--- config.mk ---
export PLATFORM = sky130hd
export DESIGN_NAME = onehot_scan_decoder
export DESIGN_NICKNAME = d
export VERILOG_FILES = /design/src/rtl/decoder_pkg.sv /design/src/rtl/onehot_decode.sv /design/src/rtl/onehot_scan_decoder.sv
export SDC_FILE = /design/constraint.sdc
export NUM_CORES = 1
export LEC_CHECK = 0
export BUFFER_PORTS_ARGS = -buffer_cell sky130_fd_sc_hd__buf_2
export CAP_MARGIN = 25
export CORE_ASPECT_RATIO = 0.7
export CORE_UTILIZATION = 51
export DETAILED_ROUTE_END_ITERATION = 12
export HOLD_SLACK_MARGIN = 0.05
export PLACE_DENSITY = 0.87
export SLEW_MARGIN = 20
export SYNTH_ARGS = -nofsm -noshare
export SYNTH_HDL_FRONTEND = slang
export SYNTH_HIERARCHICAL = 1
export SYNTH_SLANG_ARGS = --single-unit
--- constraint.sdc ---
create_clock -name clk -period 3.18 [get_ports clk]
set_input_delay 0.159 -clock clk [delete_from_list [all_inputs] [get_ports clk]]
set_output_delay 0.159 -clock clk [all_outputs]
set_load 0.01 [all_outputs]
--- src/rtl/decoder_pkg.sv ---
// rtl/decoder_pkg.sv - shared state encoding for the one-hot scan decoder
// Purpose: state enum used by onehot_scan_decoder.
// Ports: none (package).
package decoder_pkg;

  typedef enum logic [1:0] {
    ST_IDLE   = 2'd0,
    ST_DIRECT = 2'd1,
    ST_SCAN   = 2'd2
  } state_t;

endpackage

--- src/rtl/onehot_decode.sv ---
// rtl/onehot_decode.sv - combinational N-to-2^N one-hot decoder with enable
// Purpose: decode idx to a one-hot vector; disabled output is all ones.
// Ports:
//   en   - 1 = decode idx, 0 = drive all ones
//   idx  - SEL_W-bit index to decode
//   dec  - 2**SEL_W-bit decoded pattern
module onehot_decode #(
  parameter int SEL_W = 3
) (
  input  logic                    en,
  input  logic [SEL_W-1:0]        idx,
  output logic [(2**SEL_W)-1:0]   dec
);

  always_comb begin
    dec = '0;
    if (!en) begin
      dec = '1;
    end else begin
      dec[idx] = 1'b1;
    end
  end

endmodule

--- src/rtl/onehot_scan_decoder.sv ---
// rtl/onehot_scan_decoder.sv - one-hot decoder with direct and auto-scan modes
// Purpose: drives a registered one-hot output either from sel (direct) or from
//          a self-advancing index that dwells dwell+1 cycles per position (scan).
// Ports:
//   clk      - clock, all state on rising edge
//   rst      - synchronous active-high reset
//   en       - 0 forces idle (out all ones)
//   mode     - 0 = direct decode, 1 = auto-scan
//   sel      - direct index / scan start index
//   dwell    - extra hold cycles per scan index (sampled live)
//   out      - registered one-hot output, all ones when idle
//   cur_idx  - registered index currently shown on out
//   wrap     - one-cycle pulse when scan index rolls to 0
module onehot_scan_decoder
  import decoder_pkg::*;
#(
  parameter int SEL_W   = 3,
  parameter int DWELL_W = 8
) (
  input  logic                   clk,
  input  logic                   rst,
  input  logic                   en,
  input  logic                   mode,
  input  logic [SEL_W-1:0]       sel,
  input  logic [DWELL_W-1:0]     dwell,
  output logic [(2**SEL_W)-1:0]  out,
  output logic [SEL_W-1:0]       cur_idx,
  output logic                   wrap
);

  localparam int OUTS = 2**SEL_W;

  state_t              state;
  logic [DWELL_W-1:0]  cnt;

  state_t              nxt_state;
  logic [SEL_W-1:0]    nxt_idx;
  logic [DWELL_W-1:0]  nxt_cnt;
  logic                nxt_wrap;
  logic [OUTS-1:0]     nxt_out;

  // Next-state is recomputed every cycle from en/mode; en has priority over
  // any pending scan advance.
  always_comb begin
    nxt_state = ST_IDLE;
    nxt_idx   = '0;
    nxt_cnt   = '0;
    nxt_wrap  = 1'b0;
    if (en) begin
      if (!mode) begin
        nxt_state = ST_DIRECT;
        nxt_idx   = sel;
      end else if (state != ST_SCAN) begin
        // Scan entry: start from sel with a fresh dwell count.
        nxt_state = ST_SCAN;
        nxt_idx   = sel;
      end else if (cnt >= dwell) begin
        // >= (not ==) so a live decrease of dwell below cnt advances at once
        // instead of letting cnt run up to overflow.
        nxt_state = ST_SCAN;
        nxt_idx   = cur_idx + 1'b1;
        nxt_wrap  = &cur_idx;
      end else begin
        nxt_state = ST_SCAN;
        nxt_idx   = cur_idx;
        nxt_cnt   = cnt + 1'b1;
      end
    end
  end

  // Decode the next index so out lands in the same flop stage as cur_idx.
  onehot_decode #(
    .SEL_W (SEL_W)
  ) u_decode (
    .en  (nxt_state != ST_IDLE),
    .idx (nxt_idx),
    .dec (nxt_out)
  );

  always_ff @(posedge clk) begin
    if (rst) begin
      state   <= ST_IDLE;
      cnt     <= '0;
      cur_idx <= '0;
      wrap    <= 1'b0;
      out     <= '1;
    end else begin
      state   <= nxt_state;
      cnt     <= nxt_cnt;
      cur_idx <= nxt_idx;
      wrap    <= nxt_wrap;
      out     <= nxt_out;
    end
  end

endmodule

Word-level counts from Yosys, hierarchy flattened
Cells that the tools add are included.

word-level totals
  register bits = 22
  input bits = 15
  output and inout port bits = 12
  logic and storage cells = 29

cells by class
  $add $sub $neg = 2
  magnitude comparators = 3
  equal/unequal tests = 1
  mux-type cells = 8
  bitwise logic cells = 4
  reductions and logical operators = 6

operators with widths
  kind                                                                                  number
  3-bit 2-to-1 mux                                                                      4
  5-bit OR reduction                                                                    2
  8-bit by 1-bit adder with 8-bit output (second input constant)                        1
  8-bit greater-or-equal comparator                                                     1
  3-bit by 4-bit less-than comparator with 1-bit output (second input constant)         1
  2-bit 2-to-1 mux                                                                      2
  1-bit NOT                                                                             4
  3-bit by 1-bit adder with 3-bit output (second input constant)                        1
  1-bit demux with 3-bit select                                                         1
  3-bit by 1-bit greater-or-equal comparator with 1-bit output (second input constant)  1
  3-bit AND reduction                                                                   1
  2-bit inequality test (second input constant)                                         1
  2-bit nonzero test                                                                    1
  2-bit OR reduction                                                                    1
  1-bit logical AND                                                                     1
  1-bit 2-to-1 mux                                                                      1

Logic depth before layout (Yosys ltp)
  depth in word-level cells = 9
  gate-level depth with buffers = 10

By module
Netlist, hierarchy kept.

modules (own cells, without submodules)
  module               times used  cells an instance  area an instance (um^2)  sequential area each (um^2)
  onehot_scan_decoder  1           113                1,014.7                  440.4
  onehot_decode        1           12                 70.1                     0.0

Worst setup path after synthesis
OpenSTA, ideal clock, no wires.

  path type = register to register
  start = reg cnt[2]
  end = reg out[4]
  library setup time = 0.123 ns
  arrival = 2.268 ns
  data required time = 3.057 ns
  setup slack = 0.788 ns
  stages on the path, launching flop included = 10
  period minus slack after synthesis = 2.392 ns
  cells stage by stage = dfxtp_1 > ha_1 > a211oi_1 > o21ai_1 > a21oi_2 > mux2_2 > nor2_1 > nand2b_1 > o21ai_0 > or2_2

between the ends
  word-level cells in the longest chain between the ends = 9

ends and longest elaborated chain
  what                                                                                                                                                         line                       RTL
  start: declaration                                                                                                                                           onehot_scan_decoder.sv:34  logic [DWELL_W-1:0] cnt;
  start signal: assignment                                                                                                                                     onehot_scan_decoder.sv:89  cnt <= nxt_cnt;
  8-bit greater-or-equal comparator (*)                                                                                                                        onehot_scan_decoder.sv:57  end else if (cnt >= dwell) begin
  3-bit 2-to-1 mux (*)                                                                                                                                         onehot_scan_decoder.sv:57
  3-bit 2-to-1 mux (*)                                                                                                                                         onehot_scan_decoder.sv:53  end else if (state != ST_SCAN) begin
  3-bit 2-to-1 mux (*)                                                                                                                                         onehot_scan_decoder.sv:50  if (!mode) begin
  3-bit 2-to-1 mux (*)                                                                                                                                         onehot_scan_decoder.sv:49  if (en) begin
  named net nxt_idx[1]                                                                                                                                         onehot_scan_decoder.sv:37  logic [SEL_W-1:0] nxt_idx;
  3-bit by 4-bit less-than comparator with 1-bit output (not written as such) or 3-bit by 1-bit greater-or-equal comparator with 1-bit output (tied branches)  onehot_decode.sv:20        dec[idx] = 1'b1;
  1-bit logical AND (not written as such)                                                                                                                      onehot_decode.sv:20
  1-bit 2-to-1 mux (not written as such)                                                                                                                       onehot_decode.sv:20
  1-bit demux with 3-bit select (*)                                                                                                                            --
  end signal: assignment                                                                                                                                       onehot_scan_decoder.sv:92  out <= nxt_out;
  end: declaration                                                                                                                                             onehot_scan_decoder.sv:26  output logic [(2**SEL_W)-1:0] out,

The timed path passes the listed nets; every way through them passes the cells marked *.
A chain may end at the register's enable or synchronous reset.

Final worst setup path
Same ends and word-level chain as after synthesis.

==> impl_metrics.csv <==
group,metric,value,unit
placement,detailed_place_hpwl,1650,um
finish,diodes,0,
critical_path,worst_path_max_delay_cell,"sky130_fd_sc_hd__dfxtp_1",
route,detail-route-antenna-nets,0,
run_status,status,"finished with violations",
finish,layout.cells.most_common,"sky130_fd_sc_hd__buf_2",
finish,mostFrequentLayoutCells,"sky130_fd_sc_hd__buf_2, sky130_fd_sc_hd__dfxtp_1, sky130_fd_sc_hd__nor2_1",
clocking,cts.path.max_buffers,2,
sta,worst_hold_slack,0.104,ns
synthesis,yosysTopAreaCellShare,40.6,%
floorplanning,row_count,13,
synthesis,synth.cell_area,1080,um2
critical_path,crit_required,3.38,ns
synthesis,synth_ff_type,"sky130_fd_sc_hd__dfxtp_1",
sta,rsz0062_at_grt,"no",
sta,max_clock_freq,362,MHz
clocking,worst_setup_hold_path_clk_slew,0.12,ns
synthesis,yosysSeqAreaShare,40.6,%
global_route,grt_max_degree,16,
floorplanning,core_area,1940,um2
route,via_per_inst,5.21,
floorplanning,dieArea,2320,um2
global_route,grt-ovfl-total,0,
route,finalWirelength,2100,um
critical_path,crit_path_cell_trace,"ha_1 -> a211oi_1 -> o21ai_1 -> a21oi_2 -> mux2_2 -> nor2_1 -> nand2b_1 -> o21ai_0 -> or2_2",
finish,area_delta_synth_final,18.5,%
synthesis,syn_avg_cell_area,8.68,um2
pwr,vdd.ir_drop.worst,0.000215,V
flow_run,total_of_max_cap_violations,0,
route,post_drt_wl_per_cell,11.9,um
sta,tightestPinTransition,0.385,ns
critical_path,worst_ep_arrival_time,2.97,ns
synthesis,synth_edf_count,0,
synthesis,synth.largest_area_cell,"sky130_fd_sc_hd__dfxtp_1",
synthesis,synthesis_stage_register_bit_count,22,
route,num_vias,923,
finish,post_route_cells_drive_above_1_share,27.7,%
critical_path,gate_family_responsible_for_the_most_delay_along_the_worst_path,"compound AO/OA/AOI/OAI gates",
clocking,cts_htree_levels,1,
pwr,power_density,386,nW/um2
global_route,grt_antenna_before_repair,0,
clocking,insertion_delay,0.30,ns
floorplanning,num_ports,27,
run_status,violations,"DRC",
worst_hold_path,hp-class,"in -> reg",
placement,numPortBuffers,26,
critical_path,worst_path_largest_cell_delay,0.41,ns
synthesis,ys_top_cells_by_area,"sky130_fd_sc_hd__dfxtp_1, sky130_fd_sc_hd__ha_1, sky130_fd_sc_hd__nor2_1, sky130_fd_sc_hd__o21ai_0, sky130_fd_sc_hd__or2_2",
synthesis,yosys.cell_types.count,29,
critical_path,timing.critical_path.fanout_max,9,
synthesis,synth_async_sr_flop_share,0,%
floorplanning,floorplan.die.height,40.6,um
synthesis,post_synth_inst_count,125,
route,drt_first_pass_iters,8,
floorplanning,floorplan.initialDensity,56.0,%
route,drc_errors,4,
critical_path,crit_path_start_kind,"flip-flop",
pwr,power_leakage,0.606,nW
synthesis,yosys_warnings,6,
finish,final_nets,182,
critical_path,setup.worst_path.end_class,"flip-flop",
sta,final.period_utilization,86.9,%
sta,finalSetupTns,0,ns
sta,period_minus_slack,2.76,ns
critical_path,setup.worst_path.class,"reg -> reg",
route,detailedRoute.firstIterationViolations,25,
global_route,first_global_vias,822,
sta,setup_viol_count_final,0,
global_route,global_route_wire_length_before_repair,3520,um
global_route,grt_use_total,21.1,%
clocking,root_buffer_cell,"sky130_fd_sc_hd__clkbuf_4",
critical_path,cp_num_buf_inv,0,
clocking,cts.sink_count,22,
floorplanning,die_outline_width,57.1,um
placement,gpl.final_weighted_congestion,0.855,
clocking,cts_buffer_count,3,
clocking,cts_post_setup_buffers_inserted,0,
sta,finClkSkew,0.00466,ns
sta,slew_headroom,74.3,%
clocking,tritoncts,"built",
sta,report.final.slew_viol_count,0,
sta,hold_viol,0,
synthesis,synth_fp_nets,151,
[area by class of cell]
type,count,area (um2)
fillers,157,651
repair buffers,27,140
inverters,9,33.8
well taps,22,27.5
multi-input cells,93,607
clock buffers,4,36.3
flip-flops and latches,22,440
[per-stage QoR]
step	utilization (%)	total power, mW	cells	instance area, um2	worst slack, ns
4_1_cts	66.4	0.498	177	1280	0.437
3_3_place_gp	64.0	0.347	172	1240	0.623
6_report	66.4	0.495	177	1280	0.415
3_5_place_dp	64.0	0.350	172	1240	0.459
2_1_floorplan	-	0.325	125	1080	0.788
5_1_grt	66.4	0.521	177	1280	0.247
[tightest hold or removal path, cell delays in order]
cell                      delay [ns]
sky130_fd_sc_hd__buf_2          0.09
sky130_fd_sc_hd__nand3_1        0.07
sky130_fd_sc_hd__nand3_1        0.07
[cell usage after synthesis (2+ instances only)]
master                      n
sky130_fd_sc_hd__nand4_1    2
sky130_fd_sc_hd__o21ai_0   11
sky130_fd_sc_hd__nand2_1    6
sky130_fd_sc_hd__inv_1      9
sky130_fd_sc_hd__nor2b_1    2
sky130_fd_sc_hd__dfxtp_1   22
sky130_fd_sc_hd__mux2_2     2
sky130_fd_sc_hd__nand3_1    7
sky130_fd_sc_hd__nand2b_1   3
sky130_fd_sc_hd__a21oi_1    2
sky130_fd_sc_hd__nor2_1    20
sky130_fd_sc_hd__ha_1      11
sky130_fd_sc_hd__or2_2      8
sky130_fd_sc_hd__xor2_1     3
sky130_fd_sc_hd__xnor2_1    3
[cells by family after synthesis]
logic type      Yosys count  synth area share [%]
compound gates           19                  10.5
xor+xnor                  6                  4.85
fa+ha+maj                11                  12.7
buf+inv                  10                  3.46
flops                    22                  40.6
mux                       2                  2.08
simple gates             55                  25.8
[metal layers]
layer | vias up | global-route usage [%] | wire [um]
li1 | 483 | - | -
met1 | 411 | 25.3 | 993
met2 | 27 | 35.9 | 974
met3 | 2 | 7.42 | 116
met4 | 0 | 8.54 | 13
met5 | - | 0 | 0
[where the power goes]
| group | leakage [nW] | switching [mW] | internal, mW | total, mW |
|---|---|---|---|---|
| clock network | 0.0210 | 0.0811 | 0.0699 | 0.151 |
| registers | 0.180 | 0.00335 | 0.284 | 0.288 |
| logic | 0.405 | 0.0306 | 0.0264 | 0.0570 |
| total | 0.606 | 0.115 | 0.380 | 0.495 |
[state kept, by name (all words and copies together), names as in the netlist]
register  flops
wrap          1
cur_idx       3
cnt           8
state         2
out           8
[what timing repair did]
action / in CTS / in global routing
hold buffers: 1 / 0
gates resized for setup: 0 / 0
hold endpoints to repair: 1 / 0
setup endpoints to repair: 0 / 0
[final timing paths]
path,startpoint,endpoint,slack [ns],depth (start not counted)
setup / recovery,cnt[2]$_SDFF_PP0_,out[4]$_SDFF_PP1_,0.42,9
hold / removal,sel[0],cur_idx[0]$_SDFF_PP0_,0.10,3
setup reg to reg,cnt[2]$_SDFF_PP0_,out[4]$_SDFF_PP1_,0.42,9
hold reg to reg,cnt[0]$_SDFF_PP0_,cnt[0]$_SDFF_PP0_,0.49,1
Note: power is estimated with default switching activity, not from simulation.
